==> config.mk <==
export PLATFORM = sky130hd
export DESIGN_NAME = ps2_host_tx
export DESIGN_NICKNAME = d
export VERILOG_FILES = /design/src/rtl/ps2_pkg.sv /design/src/rtl/ps2_line_sync.sv /design/src/rtl/ps2_host_tx.sv
export SDC_FILE = /design/constraint.sdc
export NUM_CORES = 1
export LEC_CHECK = 0
export BUFFER_PORTS_ARGS = -buffer_cell sky130_fd_sc_hd__buf_4
export CAP_MARGIN = 0
export CORE_MARGIN = 3
export CORE_UTILIZATION = 60
export DETAILED_ROUTE_END_ITERATION = 6
export PLACE_DENSITY = 0.79
export SLEW_MARGIN = 20
export SYNTH_ARGS = -nofsm -noshare
export SYNTH_HDL_FRONTEND = slang
export SYNTH_SLANG_ARGS = --single-unit
==> constraint.sdc <==
create_clock -name clk -period 4.42 [get_ports clk]
set_input_delay 0.221 -clock clk [delete_from_list [all_inputs] [get_ports clk]]
set_output_delay 0.221 -clock clk [all_outputs]
set_load 0.03 [all_outputs]
==> src/rtl/ps2_pkg.sv <==
// Shared PS/2 definitions: controller states, frame constants, parity helper
// and the common host command bytes.
package ps2_pkg;

  typedef enum logic [2:0] {
    IDLE,
    INHIBIT,
    SEND,
    ACK,
    WAIT_IDLE
  } ps2_state_e;

  localparam logic       PS2_START       = 1'b0;
  localparam logic       PS2_STOP        = 1'b1;
  localparam int         PS2_FRAME_EDGES = 11;

  localparam logic [7:0] CMD_SET_LED     = 8'hED;
  localparam logic [7:0] CMD_RESET       = 8'hFF;
  localparam logic [7:0] ACK_BYTE        = 8'hFA;

  function automatic logic odd_parity(input logic [7:0] d);
    return ~^d;
  endfunction

endpackage

==> src/rtl/ps2_line_sync.sv <==
// Multi-flop synchronizer for one PS/2 pad plus a falling-edge detector on the
// synchronized level. Flops reset high to match an idle (released) bus.
module ps2_line_sync #(
  parameter int SYNC_STAGES = 2
) (
  input  logic clk,
  input  logic resetn,
  input  logic pad,
  output logic level,
  output logic fe
);

  logic [SYNC_STAGES-1:0] sync_q;
  logic                   prev_q;

  always_ff @(posedge clk or negedge resetn) begin
    if (!resetn) begin
      sync_q <= '1;
      prev_q <= 1'b1;
    end else begin
      sync_q <= {sync_q[SYNC_STAGES-2:0], pad};
      prev_q <= sync_q[SYNC_STAGES-1];
    end
  end

  assign level = sync_q[SYNC_STAGES-1];
  assign fe    = prev_q & ~level;

endmodule

==> src/rtl/ps2_host_tx.sv <==
// Host-to-device PS/2 transmitter: inhibits the bus, sends start/data/parity/stop
// on device clock edges, checks the device ack and reports done or an error.
module ps2_host_tx
  import ps2_pkg::*;
#(
  parameter int INHIBIT_CYCLES = 5000,
  parameter int TIMEOUT_CYCLES = 750000,
  parameter int SYNC_STAGES    = 2
) (
  input  logic       clk,
  input  logic       resetn,
  input  logic [7:0] tx_data,
  input  logic       tx_start,
  input  logic       ps2clk_in,
  input  logic       ps2data_in,
  output logic       ps2clk_oe,
  output logic       ps2data_oe,
  output logic       busy,
  output logic       done,
  output logic       ack_err,
  output logic       timeout_err,
  output ps2_state_e state_dbg
);

  localparam int              IW        = $clog2(INHIBIT_CYCLES + 1);
  localparam int              TW        = $clog2(TIMEOUT_CYCLES + 1);
  localparam logic [IW-1:0]   INH_LAST  = IW'(INHIBIT_CYCLES - 1);
  // Loaded with N-1 so the error pulse lands exactly N clocks after a reload.
  localparam logic [TW-1:0]   TMO_LOAD  = TW'(TIMEOUT_CYCLES - 1);
  localparam logic [3:0]      STOP_EDGE = 4'(PS2_FRAME_EDGES - 2);

  logic clk_level, clk_fe, data_level, data_fe_unused;

  ps2_line_sync #(.SYNC_STAGES(SYNC_STAGES)) u_clk_sync (
    .clk    (clk),
    .resetn (resetn),
    .pad    (ps2clk_in),
    .level  (clk_level),
    .fe     (clk_fe)
  );

  ps2_line_sync #(.SYNC_STAGES(SYNC_STAGES)) u_data_sync (
    .clk    (clk),
    .resetn (resetn),
    .pad    (ps2data_in),
    .level  (data_level),
    .fe     (data_fe_unused)
  );

  ps2_state_e    state_q, state_d;
  logic [7:0]    data_q, data_d;
  logic [3:0]    bit_cnt_q, bit_cnt_d;
  logic [IW-1:0] inh_cnt_q, inh_cnt_d;
  logic [TW-1:0] tmo_cnt_q, tmo_cnt_d;
  logic          clk_oe_q, clk_oe_d;
  logic          data_oe_q, data_oe_d;
  logic          done_q, done_d;
  logic          ack_err_q, ack_err_d;
  logic          tmo_err_q, tmo_err_d;

  always_ff @(posedge clk or negedge resetn) begin
    if (!resetn) begin
      state_q   <= IDLE;
      data_q    <= '0;
      bit_cnt_q <= '0;
      inh_cnt_q <= '0;
      tmo_cnt_q <= '0;
      clk_oe_q  <= 1'b0;
      data_oe_q <= 1'b0;
      done_q    <= 1'b0;
      ack_err_q <= 1'b0;
      tmo_err_q <= 1'b0;
    end else begin
      state_q   <= state_d;
      data_q    <= data_d;
      bit_cnt_q <= bit_cnt_d;
      inh_cnt_q <= inh_cnt_d;
      tmo_cnt_q <= tmo_cnt_d;
      clk_oe_q  <= clk_oe_d;
      data_oe_q <= data_oe_d;
      done_q    <= done_d;
      ack_err_q <= ack_err_d;
      tmo_err_q <= tmo_err_d;
    end
  end

  always_comb begin
    state_d   = state_q;
    data_d    = data_q;
    bit_cnt_d = bit_cnt_q;
    inh_cnt_d = inh_cnt_q;
    tmo_cnt_d = tmo_cnt_q;
    clk_oe_d  = clk_oe_q;
    data_oe_d = data_oe_q;
    done_d    = 1'b0;
    ack_err_d = 1'b0;
    tmo_err_d = 1'b0;

    case (state_q)
      IDLE: begin
        // The cycle in which done is high is not a request window.
        if (tx_start && !done_q) begin
          data_d    = tx_data;
          clk_oe_d  = 1'b1;
          data_oe_d = 1'b0;
          inh_cnt_d = '0;
          bit_cnt_d = '0;
          state_d   = INHIBIT;
        end
      end
      INHIBIT: begin
        if (inh_cnt_q == INH_LAST) begin
          clk_oe_d  = 1'b0;
          data_oe_d = ~PS2_START;
          tmo_cnt_d = TMO_LOAD;
          state_d   = SEND;
        end else begin
          inh_cnt_d = inh_cnt_q + 1'b1;
        end
      end
      SEND: begin
        if (clk_fe) begin
          bit_cnt_d = bit_cnt_q + 1'b1;
          if (bit_cnt_q < 4'd8) begin
            data_oe_d = ~data_q[bit_cnt_q[2:0]];
          end else if (bit_cnt_q == 4'd8) begin
            data_oe_d = ~odd_parity(data_q);
          end else if (bit_cnt_q == STOP_EDGE) begin
            data_oe_d = ~PS2_STOP;
            state_d   = ACK;
          end
        end
      end
      ACK: begin
        if (clk_fe) begin
          bit_cnt_d = bit_cnt_q + 1'b1;
          if (!data_level) begin
            state_d = WAIT_IDLE;
          end else begin
            clk_oe_d  = 1'b0;
            data_oe_d = 1'b0;
            ack_err_d = 1'b1;
            state_d   = IDLE;
          end
        end
      end
      WAIT_IDLE: begin
        if (clk_level && data_level) begin
          done_d  = 1'b1;
          state_d = IDLE;
        end
      end
      default: state_d = IDLE;
    endcase

    // Device watchdog; expiry overrides any other outcome of the same cycle.
    if (state_q inside {SEND, ACK, WAIT_IDLE}) begin
      if (clk_fe) begin
        tmo_cnt_d = TMO_LOAD;
      end else if (tmo_cnt_q == '0) begin
        clk_oe_d  = 1'b0;
        data_oe_d = 1'b0;
        done_d    = 1'b0;
        ack_err_d = 1'b0;
        tmo_err_d = 1'b1;
        state_d   = IDLE;
      end else begin
        tmo_cnt_d = tmo_cnt_q - 1'b1;
      end
    end
  end

  assign ps2clk_oe   = clk_oe_q;
  assign ps2data_oe  = data_oe_q;
  assign busy        = (state_q != IDLE);
  assign done        = done_q;
  assign ack_err     = ack_err_q;
  assign timeout_err = tmo_err_q;
  assign state_dbg   = state_q;

endmodule
==> flow_summary.ini <==
[run_status]
status = complete, no violations

[timing]
hold_violations = 0
finalSetupViolCount = 0
min_period_ps = 2690
relSlewSlack_pct = 50.8
grt_setup_unrepaired = false
max_freq_ghz = 0.372
finalWorstSetupSlack_ps = 1730
skew_ps = 6.23
layout_worst_path_cycle_share_pct = 60.8
setup_tns_ps = 0
worstMarginPinSlew_ps = 737
report.final.slew_viol_count = 0
hold_ws_ps = 73.0

[floorplan]
boundaryPins = 22
dieArea_um2 = 6190
chipHeight_um = 78.7
rows = 25
initial_core_util_pct = 64.5
core-area_um2 = 4910
die_x_um = 78.7

[global_route]
overflow = 0
grt_use_total_pct = 24.6
antenna_found_initial = 0
grt_max_degree = 59
grt_first_pass_wirelength_um = 11800
grt_pass1_vias = 2499

[cells_and_area]
drive_above_1_share_pct = 15.0
synthToLayoutAreaGrowth_pct = 12.8
fin_nets = 380
final-instance-count-excl-fill = 434
final_area_um2 = 3570
antenna_cells = 0
fin_util_pct = 72.8

[setup_path]
cp-start-kind = register
cp_max_fo = 11
worst_setup_path_end_kind = register
path_class = reg -> reg
cp.arrival_ps = 2910
worstPathRequired_ps = 4640

[logic_synthesis]
syn-num-nets = 358
synth_seq_area_share_pct = 46.0
synth_area_leaders = dfrtp_1 (42%), nand2_1 (5.6%), xnor2_1 (4.4%)
synthFlopType = dfrtp_1
yosysWarnings = 0
synth_area_um2 = 3170
synth-seq-cells = 58
synth_edf_count = 0
synth_top_cell_by_area = dfrtp_1
synth.top_cell.area_share_pct = 41.8
netlist_instances = 340
synth_area_per_cell_um2 = 9.32
ys_async_sr_fraction_pct = 100
synth_cell_types = 60

[power_and_ir_drop]
leakage_nw = 1.66
powerDensity_nw_per_um2 = 322
vdd_ir_drop_max_v = 0.000233
totalPowerFinal_mw = 1.15

[clocking]
postCtsHoldBufs = 3
clock_path_buffers = 2
clk_latency_ps = 340
clk_pin_slew_worst_paths_ps = 60
cts_setup_buffers = 0
tritoncts = built
htreeDepth = 3
ctsRootBufferMaster = clkbuf_8
numCtsBuffers = 9
cts_sinks = 58
ctsResizeCount = 0

[placement]
placed_area_um2 = 3370
dp_cells = 415
place.gp.congestion = 0.908
pre_cts_ws_ps = 1790
dp_hpwl_um = 4670
port_buffers = 21

[detailed_routing]
wirelength_um = 6830
postRouteAntennaNets = 0
remaining_drc_errors = 0
routed_via_density = 6.05
wl_per_cell_um = 15.7
firstDrtPassIters = 4
drt_iter0_markers = 155
dr_total_vias = 2626

[min_path]
hold_class = in -> reg

[flow_run]
cap_viol_max_count = 0
[cells by family after synthesis]
kind of cell | count (synthesis) | share of synthesized area (%)
AND/OR/NAND/NOR | 161 | 26.6
AO/OA/AOI/OAI | 62 | 13.5
flip-flops | 58 | 46.0
buffers and inverters | 24 | 2.96
XOR/XNOR | 22 | 6.08
multiplexers | 8 | 2.92
adder cells (fa/ha/maj) | 5 | 1.97
[layout make-up]
class                      count  area, um2
multi-input combinational    258       1620
clock buffer                  13        159
inverter                       9       33.8
clock inverter                 3       15.0
fill                         356       1340
sequential                    58       1460
tap                           67       83.8
timing repair buffer          26        203
[per-layer routing]
metal | vias up | global-route usage (%) | wire [um]
li1 | 1271 | - | -
met1 | 1282 | 32.1 | 3190
met2 | 66 | 39.6 | 3230
met3 | 7 | 5.85 | 321
met4 | 0 | 9.79 | 86
met5 | - | 0 | 0
[power breakdown]
part           internal (mW)  leakage, nW  total [mW]  switching, mW
clock                  0.231       0.0932       0.435          0.204
combinational         0.0508        0.826      0.0999         0.0491
sequential             0.570        0.739       0.616         0.0459
[cells in the mapped netlist (5+ instances only)]
cell and count:
mux2i_1 7, dfstp_2 5, nand2_1 47, o211ai_1 5
xor2_1 6, o21ai_0 13, inv_1 9, clkbuf_1 12
dfrtp_1 53, nand3_1 12, nand2b_1 6, nand4_1 6
a21oi_1 13, ha_1 5, xnor2_1 16, nor3_1 13
nor2_1 32, nor4_1 10, or3_1 6
[registers in the layout (all words and copies together) (netlist names), 2 cells and up]
name                cells
u_data_sync.sync_q      2
tmo_cnt_q              20
u_clk_sync.sync_q       2
inh_cnt_q              13
data_q                  8
state_dbg               3
bit_cnt_q               4
[worst paths after layout]
kind                                                startpoint                              to  slack, ps  depth (start not counted)
worst min register to register  u_clk_sync.sync_q[0]$_DFF_PN1_  u_clk_sync.sync_q[1]$_DFF_PN1_        350                          0
worst min-delay path                                tx_data[4]           data_q[4]$_DFFE_PN0P_         70                          3
worst max-delay path                    tmo_cnt_q[0]$_DFF_PN0_          tmo_cnt_q[1]$_DFF_PN0_       1730                          7
min in group asynchronous                               resetn           data_q[6]$_DFFE_PN0P_        490                          2
worst max register to register          tmo_cnt_q[0]$_DFF_PN0_          tmo_cnt_q[1]$_DFF_PN0_       1730                          7
max in group asynchronous                               resetn         tmo_cnt_q[18]$_DFF_PN0_       3440                          2
[worst max-delay path, cell delays in order, from the launching register on]
cell	delay [ps]
dfrtp_1	400
inv_1	100
ha_1	210
nor3b_1	450
nand4_1	470
nor2_1	510
a21oi_1	130
o32a_1	300
[cells in the final DEF, fill, tap and decap left out, types with 3 or more instances in the layout]
master         count
a21oi_1           13
a31oi_1            3
and2_1             4
and4_1             3
buf_4             23
clkbuf_8          11
clkinv_2           3
dfrtp_1           53
dfstp_2            5
dlygate4sd3_1      3
ha_1               5
inv_1              9
mux2i_1            7
nand2_1           47
nand2b_1           6
nand3_1           12
nand4_1            6
nor2_1            32
nor3_1            12
nor3b_1            4
nor4_1            10
o211ai_1           5
o21ai_0           13
o31ai_1            4
or3_1              6
or4_1              3
xnor2_1           16
xor2_1             6
No activity file was read; power rests on OpenSTA's default activity.
